$ cat src/rtl/hkspi_pkg.sv
// Housekeeping SPI front end: shared command constants, FSM state type
// and command-field decode helpers.
package hkspi_pkg;

  localparam logic [1:0] CMD_NOP       = 2'b00;
  localparam logic [1:0] CMD_RD        = 2'b01;
  localparam logic [1:0] CMD_WR        = 2'b10;
  localparam logic [1:0] CMD_RW        = 2'b11;
  localparam logic [7:0] CMD_PASS_MGMT = 8'hC4;

  typedef enum logic [2:0] {
    IDLE,
    CMD,
    ADDR,
    DATA,
    DONE,
    PASS
  } hkspi_state_t;

  function automatic logic op_reads(input logic [1:0] op);
    return (op == CMD_RD) || (op == CMD_RW);
  endfunction

  function automatic logic op_writes(input logic [1:0] op);
    return (op == CMD_WR) || (op == CMD_RW);
  endfunction

endpackage

$ cat src/rtl/hkspi_if.sv
// Housekeeping register-bank bus: address, write data, single-cycle
// write/read strobes, and read data returned by the bank.
interface hkspi_if;
  logic [7:0] reg_addr;
  logic [7:0] reg_wdata;
  logic       reg_we;
  logic       reg_re;
  logic [7:0] reg_rdata;

  modport master (output reg_addr, reg_wdata, reg_we, reg_re, input reg_rdata);
  modport slave  (input reg_addr, reg_wdata, reg_we, reg_re, output reg_rdata);
endinterface

$ cat src/rtl/hkspi_sync.sv
// Multi-stage synchronizer for an asynchronous pad input, with rise and
// fall detection on the synchronized level.
module hkspi_sync #(
  parameter int unsigned STAGES  = 2,
  parameter logic        RST_VAL = 1'b0
) (
  input  logic i_clk,
  input  logic i_rst_n,
  input  logic i_d,
  output logic o_q,
  output logic o_rise,
  output logic o_fall
);

  logic [STAGES-1:0] r_sync;
  logic              r_q_d;

  // Shift the pad value through the synchronizer and keep one delayed copy
  always_ff @(posedge i_clk or negedge i_rst_n) begin
    if (!i_rst_n) begin
      r_sync <= {STAGES{RST_VAL}};
      r_q_d  <= RST_VAL;
    end else begin
      r_sync <= {r_sync[STAGES-2:0], i_d};
      r_q_d  <= r_sync[STAGES-1];
    end
  end

  assign o_q    = r_sync[STAGES-1];
  assign o_rise =  o_q & ~r_q_d;
  assign o_fall = ~o_q &  r_q_d;

endmodule

$ cat src/rtl/hkspi_frontend.sv
// Housekeeping SPI slave front end. Oversamples SCK/CSB/SDI in the core
// clock domain, decodes command/address/data bytes and issues one-clock
// read/write strobes to the register bank; shifts read data out on SDO.
// Optional feature macro: HKSPI_FE_PASSTHRU_EN (management-flash pass-through
// on command 0xC4; without it 0xC4 is treated as a NOP).
module hkspi_frontend
  import hkspi_pkg::*;
#(
  parameter int unsigned SYNC_STAGES = 2,
  parameter int unsigned RD_LAT      = 1
) (
  input  logic  clock,
  input  logic  resetb,
  input  logic  sck,
  input  logic  csb,
  input  logic  sdi,
  output logic  sdo,
  output logic  sdo_enb,
  output logic  pass_mgmt,
  hkspi_if.master reg_bus
);

  logic w_sck_rise, w_sck_q_unused, w_sck_fall_unused;
  logic w_csb_q, w_csb_fall, w_csb_rise_unused;

  hkspi_sync #(.STAGES(SYNC_STAGES), .RST_VAL(1'b0)) u_sck_sync (
    .i_clk(clock), .i_rst_n(resetb), .i_d(sck),
    .o_q(w_sck_q_unused), .o_rise(w_sck_rise), .o_fall(w_sck_fall_unused)
  );

  hkspi_sync #(.STAGES(SYNC_STAGES), .RST_VAL(1'b1)) u_csb_sync (
    .i_clk(clock), .i_rst_n(resetb), .i_d(csb),
    .o_q(w_csb_q), .o_rise(w_csb_rise_unused), .o_fall(w_csb_fall)
  );

  logic [SYNC_STAGES-1:0] r_sdi_sync;

  // SDI data-path synchronizer, same depth as SCK so bits line up with edges
  always_ff @(posedge clock or negedge resetb) begin
    if (!resetb) r_sdi_sync <= '0;
    else         r_sdi_sync <= {r_sdi_sync[SYNC_STAGES-2:0], sdi};
  end

  hkspi_state_t r_state;
  logic [2:0]   r_bitcnt, r_nbytes, r_bytecnt;
  logic [6:0]   r_shift;
  logic         r_rd, r_wr, r_adv;
  logic [7:0]   r_addr, r_wdata, r_sdo_sr;
  logic         r_we, r_re, r_re_d, r_sdo_enb;
  logic [7:0]   w_byte;
  logic         w_load, w_last;

  assign w_byte = {r_shift, r_sdi_sync[SYNC_STAGES-1]};
  assign w_last = (r_nbytes != 3'd0) && ((r_bytecnt + 3'd1) == r_nbytes);
  assign w_load = (RD_LAT == 0) ? r_re : r_re_d;

`ifdef HKSPI_FE_PASSTHRU_EN
  logic r_pass;
  assign pass_mgmt = r_pass;
`else
  assign pass_mgmt = 1'b0;
`endif

  // Byte-stream FSM with registered strobes, address and SDO shifter.
  // A completed data byte raises reg_we first; the address advance and the
  // prefetch read for the next address follow one clock later (r_adv), so a
  // read of an address always lands before any write to it.
  always_ff @(posedge clock or negedge resetb) begin
    if (!resetb) begin
      r_state   <= IDLE;
      r_bitcnt  <= '0;
      r_shift   <= '0;
      r_rd      <= 1'b0;
      r_wr      <= 1'b0;
      r_nbytes  <= '0;
      r_bytecnt <= '0;
      r_addr    <= '0;
      r_wdata   <= '0;
      r_we      <= 1'b0;
      r_re      <= 1'b0;
      r_re_d    <= 1'b0;
      r_adv     <= 1'b0;
      r_sdo_sr  <= '0;
      r_sdo_enb <= 1'b1;
`ifdef HKSPI_FE_PASSTHRU_EN
      r_pass    <= 1'b0;
`endif
    end else begin
      r_we      <= 1'b0;
      r_re      <= 1'b0;
      r_adv     <= 1'b0;
      r_re_d    <= r_re;
      r_sdo_enb <= !((r_state == DATA) && r_rd);
`ifdef HKSPI_FE_PASSTHRU_EN
      r_pass    <= (r_state == PASS) && !w_csb_q;
`endif
      if (w_load) r_sdo_sr <= reg_bus.reg_rdata;
      if (r_adv && !w_csb_q) begin
        r_addr <= r_addr + 8'd1;
        r_re   <= r_rd && (r_state == DATA);
      end

      if (w_csb_q) begin
        r_state  <= IDLE;
        r_bitcnt <= '0;
        r_shift  <= '0;
        r_rd     <= 1'b0;
        r_wr     <= 1'b0;
      end else begin
        if ((r_state == IDLE) && w_csb_fall) begin
          r_state  <= CMD;
          r_bitcnt <= '0;
        end
        if (w_sck_rise && (r_state inside {CMD, ADDR, DATA})) begin
          r_bitcnt <= r_bitcnt + 3'd1;
          r_shift  <= w_byte[6:0];
          if (r_state == DATA) r_sdo_sr <= {r_sdo_sr[6:0], 1'b0};
          if (r_bitcnt == 3'd7) begin
            case (r_state)
              CMD: begin
                if (w_byte == CMD_PASS_MGMT) begin
                  r_rd <= 1'b0;
                  r_wr <= 1'b0;
`ifdef HKSPI_FE_PASSTHRU_EN
                  r_state <= PASS;
`else
                  r_state <= DONE;
`endif
                end else if (w_byte[7:6] == CMD_NOP) begin
                  r_rd    <= 1'b0;
                  r_wr    <= 1'b0;
                  r_state <= DONE;
                end else begin
                  r_rd     <= op_reads(w_byte[7:6]);
                  r_wr     <= op_writes(w_byte[7:6]);
                  r_nbytes <= w_byte[5:3];
                  r_state  <= ADDR;
                end
              end
              ADDR: begin
                r_addr    <= w_byte;
                r_re      <= r_rd;
                r_bytecnt <= '0;
                r_state   <= DATA;
              end
              DATA: begin
                r_bytecnt <= r_bytecnt + 3'd1;
                r_adv     <= 1'b1;
                if (r_wr) begin
                  r_wdata <= w_byte;
                  r_we    <= 1'b1;
                end
                if (w_last) r_state <= DONE;
              end
              default: ;
            endcase
          end
        end
      end
    end
  end

  assign sdo               = r_sdo_sr[7];
  assign sdo_enb           = r_sdo_enb;
  assign reg_bus.reg_addr  = r_addr;
  assign reg_bus.reg_wdata = r_wdata;
  assign reg_bus.reg_we    = r_we;
  assign reg_bus.reg_re    = r_re;

endmodule
$ cat src/flat_wrapper.sv
// flat-port wrapper written by rule: the top's interface ports become plain ports
module hkspi_frontend_flat import hkspi_pkg::*;
#(
  parameter int unsigned SYNC_STAGES = 2,
  parameter int unsigned RD_LAT      = 1
)
  (clock, resetb, sck, csb, sdi, sdo, sdo_enb, pass_mgmt, reg_bus_reg_addr, reg_bus_reg_wdata, reg_bus_reg_we, reg_bus_reg_re, reg_bus_reg_rdata);
  hkspi_if reg_bus_i ();
  input  logic clock;
  input  logic resetb;
  input  logic sck;
  input  logic csb;
  input  logic sdi;
  output logic sdo;
  output logic sdo_enb;
  output logic pass_mgmt;
  output wire logic [$bits(reg_bus_i.reg_addr)-1:0] reg_bus_reg_addr;
  output wire logic [$bits(reg_bus_i.reg_wdata)-1:0] reg_bus_reg_wdata;
  output wire logic [$bits(reg_bus_i.reg_we)-1:0] reg_bus_reg_we;
  output wire logic [$bits(reg_bus_i.reg_re)-1:0] reg_bus_reg_re;
  input wire logic [$bits(reg_bus_i.reg_rdata)-1:0] reg_bus_reg_rdata;
  assign reg_bus_reg_addr = reg_bus_i.reg_addr;
  assign reg_bus_reg_wdata = reg_bus_i.reg_wdata;
  assign reg_bus_reg_we = reg_bus_i.reg_we;
  assign reg_bus_reg_re = reg_bus_i.reg_re;
  assign reg_bus_i.reg_rdata = reg_bus_reg_rdata;
  hkspi_frontend #(.SYNC_STAGES(SYNC_STAGES), .RD_LAT(RD_LAT)) u_core (.clock(clock), .resetb(resetb), .sck(sck), .csb(csb), .sdi(sdi), .sdo(sdo), .sdo_enb(sdo_enb), .pass_mgmt(pass_mgmt), .reg_bus(reg_bus_i));
endmodule
$ cat config.mk
export PLATFORM = sky130hd
export DESIGN_NAME = hkspi_frontend_flat
export DESIGN_NICKNAME = d
export VERILOG_FILES = /design/src/rtl/hkspi_pkg.sv /design/src/rtl/hkspi_if.sv /design/src/rtl/hkspi_sync.sv /design/src/rtl/hkspi_frontend.sv /design/src/flat_wrapper.sv
export SDC_FILE = /design/constraint.sdc
export NUM_CORES = 1
export LEC_CHECK = 0
export ABC_AREA = 1
export BUFFER_PORTS_ARGS = -buffer_cell sky130_fd_sc_hd__buf_2
export CORE_MARGIN = 1
export CORE_UTILIZATION = 50
export DETAILED_ROUTE_END_ITERATION = 12
export PLACE_DENSITY = 0.78
export SYNTH_ARGS = -nofsm -noshare
export SYNTH_HDL_FRONTEND = slang
export SYNTH_SLANG_ARGS = --single-unit
$ cat constraint.sdc
create_clock -name clock -period 2.4 [get_ports clock]
set_input_delay 0.48 -clock clock [delete_from_list [all_inputs] [get_ports clock]]
set_output_delay 0.48 -clock clock [all_outputs]
set_load 0.02 [all_outputs]
# Word-level counts from Yosys, hierarchy flattened
# Index checks and enable logic that the tools add are counted.
# W data, S select, Z words.
# op_classes
mux	49
n_eq_ne	9
add_sub_neg	3
n_reduce_logical	22
bitwise_logic	6
# op_table
cell	count
$mux W8	9
$mux W3	10
$mux W1	26
$mux W7	2
$pmux W3 S3	1
$reduce_bool A3 Y1	3
$add A8 B1 Y8 const B	1
$eq A8 B8 Y1 const B	1
$reduce_bool A2 Y1	4
$add A3 B1 Y3 const B	2
$eq A3 B2 Y1 const B	2
$pmux W3 S2	1
$reduce_and A6 Y1	1
$logic_and A1 B1 Y1	5
$reduce_and A5 Y1	1
$eq A2 B2 Y1 const B	2
$not A1 Y1	4
$reduce_and A4 Y1	1
$eq A3 B1 Y1 const B	1
$eq A3 B3 Y1	1
$eq A3 B3 Y1 const B	1
$logic_not A3 Y1	1
$reduce_and A3 Y1	1
$and A1 B1 Y1	2
other kinds (4)	6
# totals
wordCells	109
output_inout_bits	21
input_bits	13
register_bits	58

# Longest topological paths before layout
# Gate-level depths: netlist of the first run.
# depth
word_depth	9
ltp_mapped	11
ltp_nobuf	11

# By module
# From an unflattened synthesis of the first run, not the netlist that was laid out.
# hier_totals
cells_unflattened	326
hier_area_um2	2746.4
# modules_own_cells
mod	n_inst	cells_per_inst	area_each_um2
hkspi_frontend	1	312	2562.5
hkspi_sync at u_core.u_csb_sync	1	7	93.8
hkspi_sync at u_core.u_sck_sync	1	7	90.1

# Worst setup path after synthesis of the first run
# Ideal clock, no wire load.
# synth_timing
path_kind	register to register
start	reg u_core.u_sck_sync.r_q_d
end	reg u_core.r_addr[6], in the netlist u_core.reg_bus.reg_addr[6]
setup_slack_ns	1.023
n_path_buf	0
period_less_slack_ns	1.377
arrival_time_ns	1.264
path_stages_with_launch	11
cell_sequence	dfrtp_1 -> nor2_4 -> inv_1 -> nor2_4 -> nand3_1 -> inv_2 -> nand2_2 -> inv_2 -> nand2_1 -> nand2_1 -> inv_1
# synth_between
elab_chain_cells	5
# synth_rtl
item	line	rtl
start: declaration	hkspi_sync.sv:16	logic r_q_d;
start signal: assignment	hkspi_sync.sv:25	r_q_d <= r_sync[STAGES-1];
$not A1 Y1	hkspi_sync.sv:30	assign o_rise = o_q & ~r_q_d;
$and A1 B1 Y1	hkspi_sync.sv:30	
$logic_and A1 B1 Y1	hkspi_frontend.sv:114	if (w_sck_rise && (r_state inside {CMD, ADDR, DATA})) begin
$mux W8	hkspi_frontend.sv:114	
$mux W8	hkspi_frontend.sv:103	if (w_csb_q) begin
end signal: assignment	hkspi_frontend.sv:99	r_addr <= r_addr + 8'd1;
end signal: assignment	hkspi_frontend.sv:141	r_addr <= w_byte;
end: declaration	hkspi_frontend.sv:48	logic [7:0] r_addr, r_wdata, r_sdo_sr;
# No other way between the ends.
# A chain may end at the register's enable or synchronous reset.

# Worst setup path in the final report of the first run
# layout_timing
start	reg u_core.u_csb_sync.r_sync[1]
end	reg u_core.r_wdata[5], in the netlist u_core.reg_bus.reg_wdata[5]
# layout_between
elab_chain_cells	2
# layout_rtl
item	line	rtl
start: declaration	hkspi_sync.sv:15	logic [STAGES-1:0] r_sync;
start signal: assignment	hkspi_sync.sv:21	r_sync <= {STAGES{RST_VAL}};
start signal: assignment	hkspi_sync.sv:24	r_sync <= {r_sync[STAGES-2:0], i_d};
$not A1 Y1 (no line)	n/a	
$reduce_and A5 Y1 (no line)	n/a	
end signal: assignment	hkspi_frontend.sv:150	r_wdata <= w_byte;
end: declaration	hkspi_frontend.sv:48	
# No other way between the ends.

==> results of run 1 <==
==> final timing paths <==
path,from,end,slack [ns],depth (start not counted)
setup reg to reg,u_core.u_csb_sync.r_sync[1],u_core.reg_bus.reg_wdata[5],0.77,8
min in group clock,sdi,u_core.r_sdi_sync[0],0.26,1
hold / removal,resetb,u_core.r_sdo_sr[7],0.15,1
max in group asynchronous,resetb,u_core.r_bitcnt[1],1.67,2
setup / recovery,u_core.u_csb_sync.r_sync[1],u_core.reg_bus.reg_wdata[5],0.77,8
hold reg to reg,u_core.u_sck_sync.r_sync[0],u_core.u_sck_sync.r_sync[1],0.35,0
==> sequential cells by signal, summed over array words and instances (netlist names), 3 cells and up <==
register,flops
u_core.r_sdo_sr,8
u_core.reg_bus.reg_addr,8
u_core.reg_bus.reg_wdata,8
u_core.r_shift,7
u_core.r_bitcnt,3
u_core.r_bytecnt,3
u_core.r_nbytes,3
u_core.r_state,3
==> area by class of cell <==
| cell class | count | area, sq um | share of cell area, % |
|---|---|---|---|
| well taps | 70 | 87.6 | 2.87 |
| clock inverters | 3 | 40.0 | 1.31 |
| multi-input cells | 190 | 1000 | 32.8 |
| repair buffers | 33 | 180 | 5.90 |
| flip-flops and latches | 58 | 1460 | 47.7 |
| inverters | 39 | 148 | 4.84 |
| clock buffers | 13 | 139 | 4.55 |
==> cells by family (layout without fill, tap and decap cells) <==
logic type                 Yosys count  in the layout  share of synthesized area (%)
adders and majority gates            4              4                           1.90
DFF                                 58             58                           55.3
muxes                                1              1                          0.380
buffers and inverters               43             88                           6.65
other                                1              1                          0.142
AOI/OAI and AO/OA                   50             50                           11.7
xor gates and xnor gates             4              4                           1.33
and+or+nand+nor                    130            130                           22.6
==> power breakdown <==
group / leakage, nW / internal [W] / switching (W)
registers: 0.742 / 0.000989 / 0.00000838
logic: 0.679 / 0.0000181 / 0.0000414
clock network: 0.0914 / 0.000477 / 0.000354
total: 1.51 / 0.00149 / 0.000403
==> per-stage QoR <==
stage / hold WS [ns] / instances / worst slack (ns) / utilization (%) / power [W]
2_1_floorplan: 0.184 / 291 / 1.02 / - / 0.00104
3_3_place_gp: 0.336 / 390 / 0.795 / 56.6 / 0.00107
3_5_place_dp: 0.343 / 390 / 0.768 / 56.6 / 0.00108
4_1_cts: 0.152 / 406 / 0.763 / 60.2 / 0.00191
5_1_grt: 0.176 / 406 / 0.626 / 60.2 / 0.00196
6_report: 0.147 / 406 / 0.771 / 60.2 / 0.00189
==> cells in the final DEF, fill, tap and decap left out, types with 2 or more instances in the layout <==
cell / n
nand2_1: 80
dfrtp_1: 54
inv_1: 34
buf_2: 32
nor2_1: 19
o21ai_0: 16
nand3_1: 11
o21ai_2: 10
clkbuf_8: 9
a31oi_1: 7
o21ai_1: 6
o22ai_1: 6
nand2_2: 5
inv_2: 4
ha_1: 4
clkbuf_1: 4
dfstp_2: 4
nor2_4: 3
a21oi_1: 3
nand4_1: 3
clkinv_2: 3
nor3_2: 2
xor2_1: 2
xnor2_1: 2
==> layer usage <==
layer,vias up,track usage (%),wire [microns]
met5,-,0,0
met4,0,9.64,92
met3,11,7.18,232
met2,45,33.0,2300
met1,946,28.7,2460
li1,1013,-,-
==> flow_metrics.tcl, run 1 <==
set metrics [dict create \
    core_area_sq_um 5070 \
    fmax_mhz 614 \
    wirelength_mm 5.09 \
    synthesis.nets 308 \
    cts_hold_buf 0 \
    placed_area_sq_um 2870 \
    port_buffers 32 \
    path_max_fanout 17 \
    crit_path_cell_trace "inv_2 > nand3_4 > inv_2 > nand2_2 > clkinv_2 > nand2_4 > nand2_1 > o21ai_2" \
    cts_tree "done" \
    antenna_found_initial 0 \
    wl_per_cell_microns 12.5 \
    firstDrtPassIters 4 \
    synthToLayoutAreaGrowth_pct 15.9 \
    rows 26 \
    cts_buffers 9 \
    synth-seq-area-share_pct 55.3 \
    drc_errors 0 \
    async_flop_share_pct 100 \
    crit_path_max_incr_delay_ns 0.63 \
    cp_slowest_cell "dfstp_2" \
    detail-route-antenna-nets 0 \
    syn-cell-area_sq_um 2630 \
    worst_setup_path_end_kind "flop" \
    worst_skew_pair.late_latency_ns 0.33 \
    tightest_slew_ns 0.587 \
    crit_type "flop to flop" \
    initial_utilization_pct 51.9 \
    tns_ns 0 \
    dieWidth_microns 74.6 \
    p_leak_nw 1.51 \
    grt_max_degree 35 \
    cp_common_cell "inv_2" \
    fin_crit_sh_pct 67.9 \
    ir_drop_v 0.000496 \
    post_cts_buffers 0 \
    antenna_cells 0 \
    yosysWarningCount 0 \
    routed-via-count 2015 \
    place_congestion 0.847 \
    synth.area.top_cells "dfrtp_1, nand2_1, inv_1, dfstp_2, o21ai_2" \
    cp.arrival_ns 1.89 \
    cts_repair_resize_count 0 \
    slew_headroom_pct 60.9 \
    yosysTopAreaCellShare_pct 51.3 \
    yosysTopAreaCell "dfrtp_1" \
    clock-sinks 58 \
    drive_gt1_share_pct 23.2 \
    report.final.slew_viol_count 0 \
    min_period_ns 1.63 \
    hold_viol 0 \
    synth.distinct_cells 36 \
    synth_common_cells "nand2_1, dfrtp_1, inv_1" \
    io_pins 34 \
    final.fill_count 452 \
    synth_edf_count 0 \
    cp-start-kind "flop" \
    hold_path.class "input pin to asynchronous set/reset pin" \
    crit_buf_inv 3 \
    grt_overflow 0 \
    postSynthCellCount 291 \
    power_density_nw_per_um2 619 \
    ys_ff_latch 58 \
    h-tree-depth 3 \
    drt_iter0_markers 122 \
    clk_path_buf_depth 2 \
    rsz0062_at_grt "false" \
    root_buffer "clkbuf_8" \
    grt_pass1_vias 1966 \
    fin_skew_ns 0.0101 \
    setup_viol 0 \
    grt_pass1_wl_mm 8.79 \
    syn_avg_cell_area_sq_um 9.05 \
    synth_flop_cell "dfrtp_1" \
    synth_most_common_cell "nand2_1" \
    grt_usage_pct 21.8 \
    fin_area_sq_um 3050 \
    layout.nets 348 \
    critical-path-top-delay-family "flip-flops" \
    die-area_sq_um 5560 \
    outcome "finished clean" \
    dpl.hpwl_mm 3.60 \
    viasPerCell 4.96 \
    maxCapViolations 0 \
    die_h_microns 74.6 \
    worstPathRequired_ns 2.66 \
    clk_pin_slew_worst_paths_ns 0.07 \
]
(Power assumes the default switching activity.)
==> inputs of run 2 (changes only) <==
- ABC_AREA: 1 -> 0
- PLACE_DENSITY: 0.78 -> 0.8
- clock period: 2.4 -> 1.4 ns (I/O delays scaled with it)
==> flow_metrics.tcl, run 2 <==
set metrics [dict create \
    maxCapViolations 0 \
    fmax_mhz 577 \
    p_clk_share_pct 45.2 \
    wirelength_mm 7.11 \
    rows 26 \
    p_switching_w 0.000767 \
    syn_avg_cell_area_sq_um 11.7 \
    r2r_slack_ns -0.33 \
    yosysTopAreaCellShare_pct 51.2 \
    antenna_cells 0 \
    hold_viol 0 \
    worst_setup_path_end_kind "flop" \
    cp-start-kind "flop" \
    grt_pass1_wl_mm 9.85 \
    yosysTopAreaCell "dfrtp_1" \
    antenna_found_initial 0 \
    r2r_cells 4 \
    routed-via-count 2174 \
    cts_tree "done" \
    power_density_nw_per_um2 908 \
    report.final.slew_viol_count 0 \
    io_pins 34 \
    power_frac_comb_pct 5.5 \
    synthesis.nets 243 \
    hold_depth 1 \
    clk_pin_slew_worst_paths_ns 0.06 \
    port_buffers 32 \
    synth_flop_cell "dfrtp_1" \
    drive_gt1_share_pct 51.4 \
    viasPerCell 5.62 \
    synth_most_common_cell "dfrtp_1" \
    swShare_pct 22.1 \
    root_buffer "clkbuf_8" \
    clock-sinks 58 \
    final.setup.worst_slack_ns -0.334 \
    crit_path_cell_trace "and4bb_1 > a2111o_1 > nor3_4 > mux2_2" \
    ys_ff_latch 58 \
    crit_buf_inv 0 \
    met2_usage_pct 42.2 \
    initial_utilization_pct 51.7 \
    synth.area.top_cells "dfrtp_1, mux2i_1, mux2_2, dfstp_2, o21ai_0" \
    async_flop_share_pct 100 \
    crit_path_max_incr_delay_ns 0.43 \
    clk_path_buf_depth 2 \
    synthToLayoutAreaGrowth_pct 44.5 \
    critical-path-top-delay-family "compound AO/OA/AOI/OAI gates" \
    p_leak_nw 1.79 \
    hold_path.class "input pin to flop" \
    h-tree-depth 3 \
    synth_common_cells "dfrtp_1, nand2_1, o21ai_0" \
    synth-seq-area-share_pct 55.1 \
    synth_edf_count 0 \
    preCtsSetupSlack_ns -0.282 \
    grt_pass1_vias 2065 \
    firstDrtPassIters 4 \
    postSynthCellCount 226 \
    outcome "complete, but fails checks" \
    drc_errors 0 \
    crit_type "flop to flop" \
    grt_busiest_layer "met2" \
    detail-route-antenna-nets 0 \
    r2r-start "u_core.r_shift[6]" \
    timing.rr.end "u_core.r_nbytes[0]" \
    min_to "u_core.u_csb_sync.r_sync[0]" \
    worst_skew_pair.late_latency_ns 0.34 \
    cp.arrival_ns 1.96 \
    wl_per_cell_microns 18.4 \
    path_max_fanout 3 \
    syn-cell-area_sq_um 2640 \
    dpl.hpwl_mm 3.92 \
    fin_cells 387 \
    min_from "csb" \
    min_period_ns 1.73 \
    dieWidth_microns 74.7 \
    p_int_w 0.00270 \
    die-area_sq_um 5580 \
    grt_usage_pct 25.3 \
    cp_slowest_cell "a2111o_1" \
    grt_max_degree 59 \
    fin_skew_ns 0.00644 \
    p_seq_share_pct 49.3 \
    synth.distinct_cells 46 \
    most-common-layout-cells "dfrtp_1, buf_4, buf_2, mux2i_1, nor2_1" \
    worstPathRequired_ns 1.62 \
    fin_crit_sh_pct 124 \
    layout.nets 329 \
    violations "setup timing" \
    core_area_sq_um 5110 \
    grt_overflow 0 \
    ir_drop_v 0.000520 \
    final.fill_count 302 \
    layout_commonest_cell "dfrtp_1" \
    die_h_microns 74.7 \
    cts_buffers 9 \
    yosysWarningCount 0 \
    holdWs_ns 0.0374 \
    setup_viol 38 \
    place_congestion 0.823 \
    drt_iter0_markers 147 \
    grtUsageMet1_pct 28.8 \
    rsz0062_at_grt "true" \
    placed_cells 353 \
    grtUsageMet3_pct 5.22 \
]
-- run 2: worst max-delay path by stage --
stage,startpoint,end,cells past startpoint
2_1_floorplan,u_core.r_shift[5],u_core.r_nbytes[0],4
3_3_place_gp,u_core.r_shift[5],u_core.r_nbytes[0],4
3_5_place_dp,u_core.r_shift[5],u_core.r_nbytes[0],4
4_1_cts,u_core.r_shift[5],u_core.r_nbytes[0],4
5_1_grt,u_core.r_shift[6],u_core.r_state[1],5
6_report,u_core.r_shift[6],u_core.r_nbytes[0],4
-- run 2: cells by family after synthesis --
| kind of cell | after synthesis | share of synthesized area (%) |
|---|---|---|
| xor gates and xnor gates | 10 | 3.32 |
| muxes | 30 | 12.0 |
| AOI/OAI and AO/OA | 36 | 8.57 |
| adders and majority gates | 4 | 1.89 |
| buffers and inverters | 14 | 3.08 |
| and+or+nand+nor | 73 | 15.9 |
| other | 1 | 0.142 |
| DFF | 58 | 55.1 |
-- run 2: final cells by class --
class	count	area (sq um)	area share, %
clock inverters	2	35.0	0.918
clock buffers	14	163	4.26
repair buffers	85	697	18.3
multi-input cells	155	1360	35.7
inverters	3	11.3	0.295
flip-flops and latches	58	1460	38.2
well taps	70	87.6	2.30
-- run 2: repair_timing --
item	4_1_cts	5_1_grt
gates resized for setup	38	40
cloned	2	1
pin swaps	20	26
buffers inserted	10	6
endpoints found under the setup margin	46	46
hold buffers	1	0
endpoints found under the hold margin	54	0
-- run 2: power by group through the flow --
stage	registers, W	logic, W	clock network [W]
floorplan	0.00174	0.0000532	0
global placement	0.00174	0.000150	0
detailed placement	0.00174	0.000155	0
CTS	0.00171	0.000174	0.00159
global route	0.00171	0.000204	0.00167
finish	0.00171	0.000190	0.00157
-- run 2: per-layer routing --
layer	share of wire, %	vias up
met5	0	-
met4	3.8	0
met3	4.4	27
met2	52	85
met1	40	1088
li1	-	974
-- run 2: per-stage QoR --
stage                     util, %  setup TNS [ns]  instance area [sq um]  total power [W]
after CTS                    70.7           -4.90                   3610          0.00347
after floorplan                 -           -2.98                   2700          0.00179
final                        74.7           -7.34                   3820          0.00347
after global placement       62.4           -4.36                   3190          0.00189
after global routing         74.7           -9.06                   3820          0.00359
after detailed placement     62.4           -5.87                   3190          0.00189
==> inputs of run 3 (changes only) <==
- CTS_BUF_LIST: default -> sky130_fd_sc_hd__clkbuf_4 sky130_fd_sc_hd__clkbuf_8
- HOLD_SLACK_MARGIN: default -> 0.1
==> flow_metrics.tcl, run 3 (synthesized netlist as in run 2, its figures left out) <==
set metrics [dict create \
    antenna_found_initial 0 \
    die-area_sq_um 5580 \
    cts_tree "done" \
    path_max_fanout 3 \
    cp-start-kind "flop" \
    clk_path_buf_depth 2 \
    grt_pass1_vias 2076 \
    grt_usage_pct 25.6 \
    hold_path.class "input pin to flop" \
    maxCapViolations 0 \
    ir_drop_v 0.000490 \
    rows 26 \
    antenna_cells 0 \
    cp.arrival_ns 1.93 \
    placed_area_sq_um 3190 \
    fin_area_sq_um 3860 \
    worst_setup_path_end_kind "flop" \
    clock-sinks 58 \
    drc_errors 0 \
    power_density_nw_per_um2 915 \
    core_area_sq_um 5110 \
    placed_cells 353 \
    fin_skew_ns 0.00545 \
    port_buffers 32 \
    drive_gt1_share_pct 51.9 \
    worst_skew_pair.late_latency_ns 0.34 \
    io_pins 34 \
    grt_max_degree 59 \
    layout.nets 332 \
    root_buffer "clkbuf_8" \
    worstPathRequired_ns 1.62 \
    utilization_pct 75.5 \
    hold_viol 0 \
    place_congestion 0.823 \
    fin_cells 390 \
    firstDrtPassIters 4 \
    detail-route-antenna-nets 0 \
    synthToLayoutAreaGrowth_pct 46.0 \
    grt_pass1_wl_mm 9.97 \
    p_leak_nw 1.81 \
    wl_per_cell_microns 19.0 \
    fin_crit_sh_pct 122 \
    routed-via-count 2198 \
    clk_pin_slew_worst_paths_ns 0.06 \
    h-tree-depth 3 \
    holdWs_ns 0.223 \
    die_h_microns 74.7 \
    crit_type "flop to flop" \
    min_period_ns 1.71 \
    initial_utilization_pct 51.7 \
    viasPerCell 5.64 \
    fmax_mhz 585 \
    final.setup.worst_slack_ns -0.309 \
    most-common-layout-cells "dfrtp_1, buf_4, buf_2, mux2i_1, nor2_1" \
    drt_iter0_markers 193 \
    cts_buffers 9 \
    layout_commonest_cell "dfrtp_1" \
    rsz0062_at_grt "true" \
    setup_viol 42 \
    wirelength_mm 7.42 \
    preCtsSetupSlack_ns -0.282 \
    violations "setup timing" \
    grt_overflow 0 \
    dieWidth_microns 74.7 \
    report.final.slew_viol_count 0 \
    outcome "complete, but fails checks" \
    dpl.hpwl_mm 3.92 \
]
## run 3: cell count changes in the layout (fill, tap and decap cells not counted), sizes merged
cell / delta
dlygate4sd3: +3
## run 3: worst paths after layout
path,start,end,slack (ns),depth (start not counted)
worst max-delay path,u_core.r_shift[5],u_core.r_nbytes[0],-0.31,4
worst min-delay path,reg_bus_reg_rdata[0],u_core.r_sdo_sr[0],0.22,3
worst max register to register,u_core.r_shift[5],u_core.r_nbytes[0],-0.31,4
worst min register to register,u_core.r_sdi_sync[0],u_core.r_sdi_sync[1],0.35,0
max in group asynchronous,resetb,u_core.u_csb_sync.r_sync[1],0.59,3
min in group asynchronous,resetb,u_core.reg_bus.reg_addr[0],0.51,3
## run 3: repair_timing
action,CTS,global route
hold buffers,4,0
endpoints found under the hold margin,57,0
setup endpoints to repair,46,46
pin swaps,20,27
resized for setup,38,40
gates cloned,2,1
setup buffers,10,6
## run 3: cell type report
type                    count  area, sq um
repair buffers             88          727
clock buffers              14          174
flip-flops and latches     58         1460
inverters                   3         11.3
fillers                   303         1250
well taps                  70         87.6
multi-input cells         155         1360
clock inverters             2         35.0
## run 3: power breakdown
part / total [W] / internal [W] / switching (W)
Clock: 0.00162 / 0.000977 / 0.000646
Sequential: 0.00171 / 0.00170 / 0.0000134
Combinational: 0.000198 / 0.0000905 / 0.000107
Total: 0.00353 / 0.00276 / 0.000767
## run 3: critical path: stages (launching register included)
cell	delay, ns
dfrtp_1	0.39
and4bb_1	0.23
a2111o_1	0.43
nor3_4	0.18
mux2_2	0.36
## run 3: layer usage
layer	share of wire [%]	wire, microns	GRT usage (%)
met5	0	0	0
met1	41	3040	29.1
met4	3.3	248	18.4
met2	53	3920	42.9
met3	2.8	204	5.22
## run 3: per-stage QoR
step / TNS, ns / power, W
after global placement: -4.36 / 0.00189
after CTS: -4.89 / 0.00353
after floorplan: -2.98 / 0.00179
after global routing: -8.87 / 0.00366
after detailed placement: -5.87 / 0.00189
final: -7.16 / 0.00353
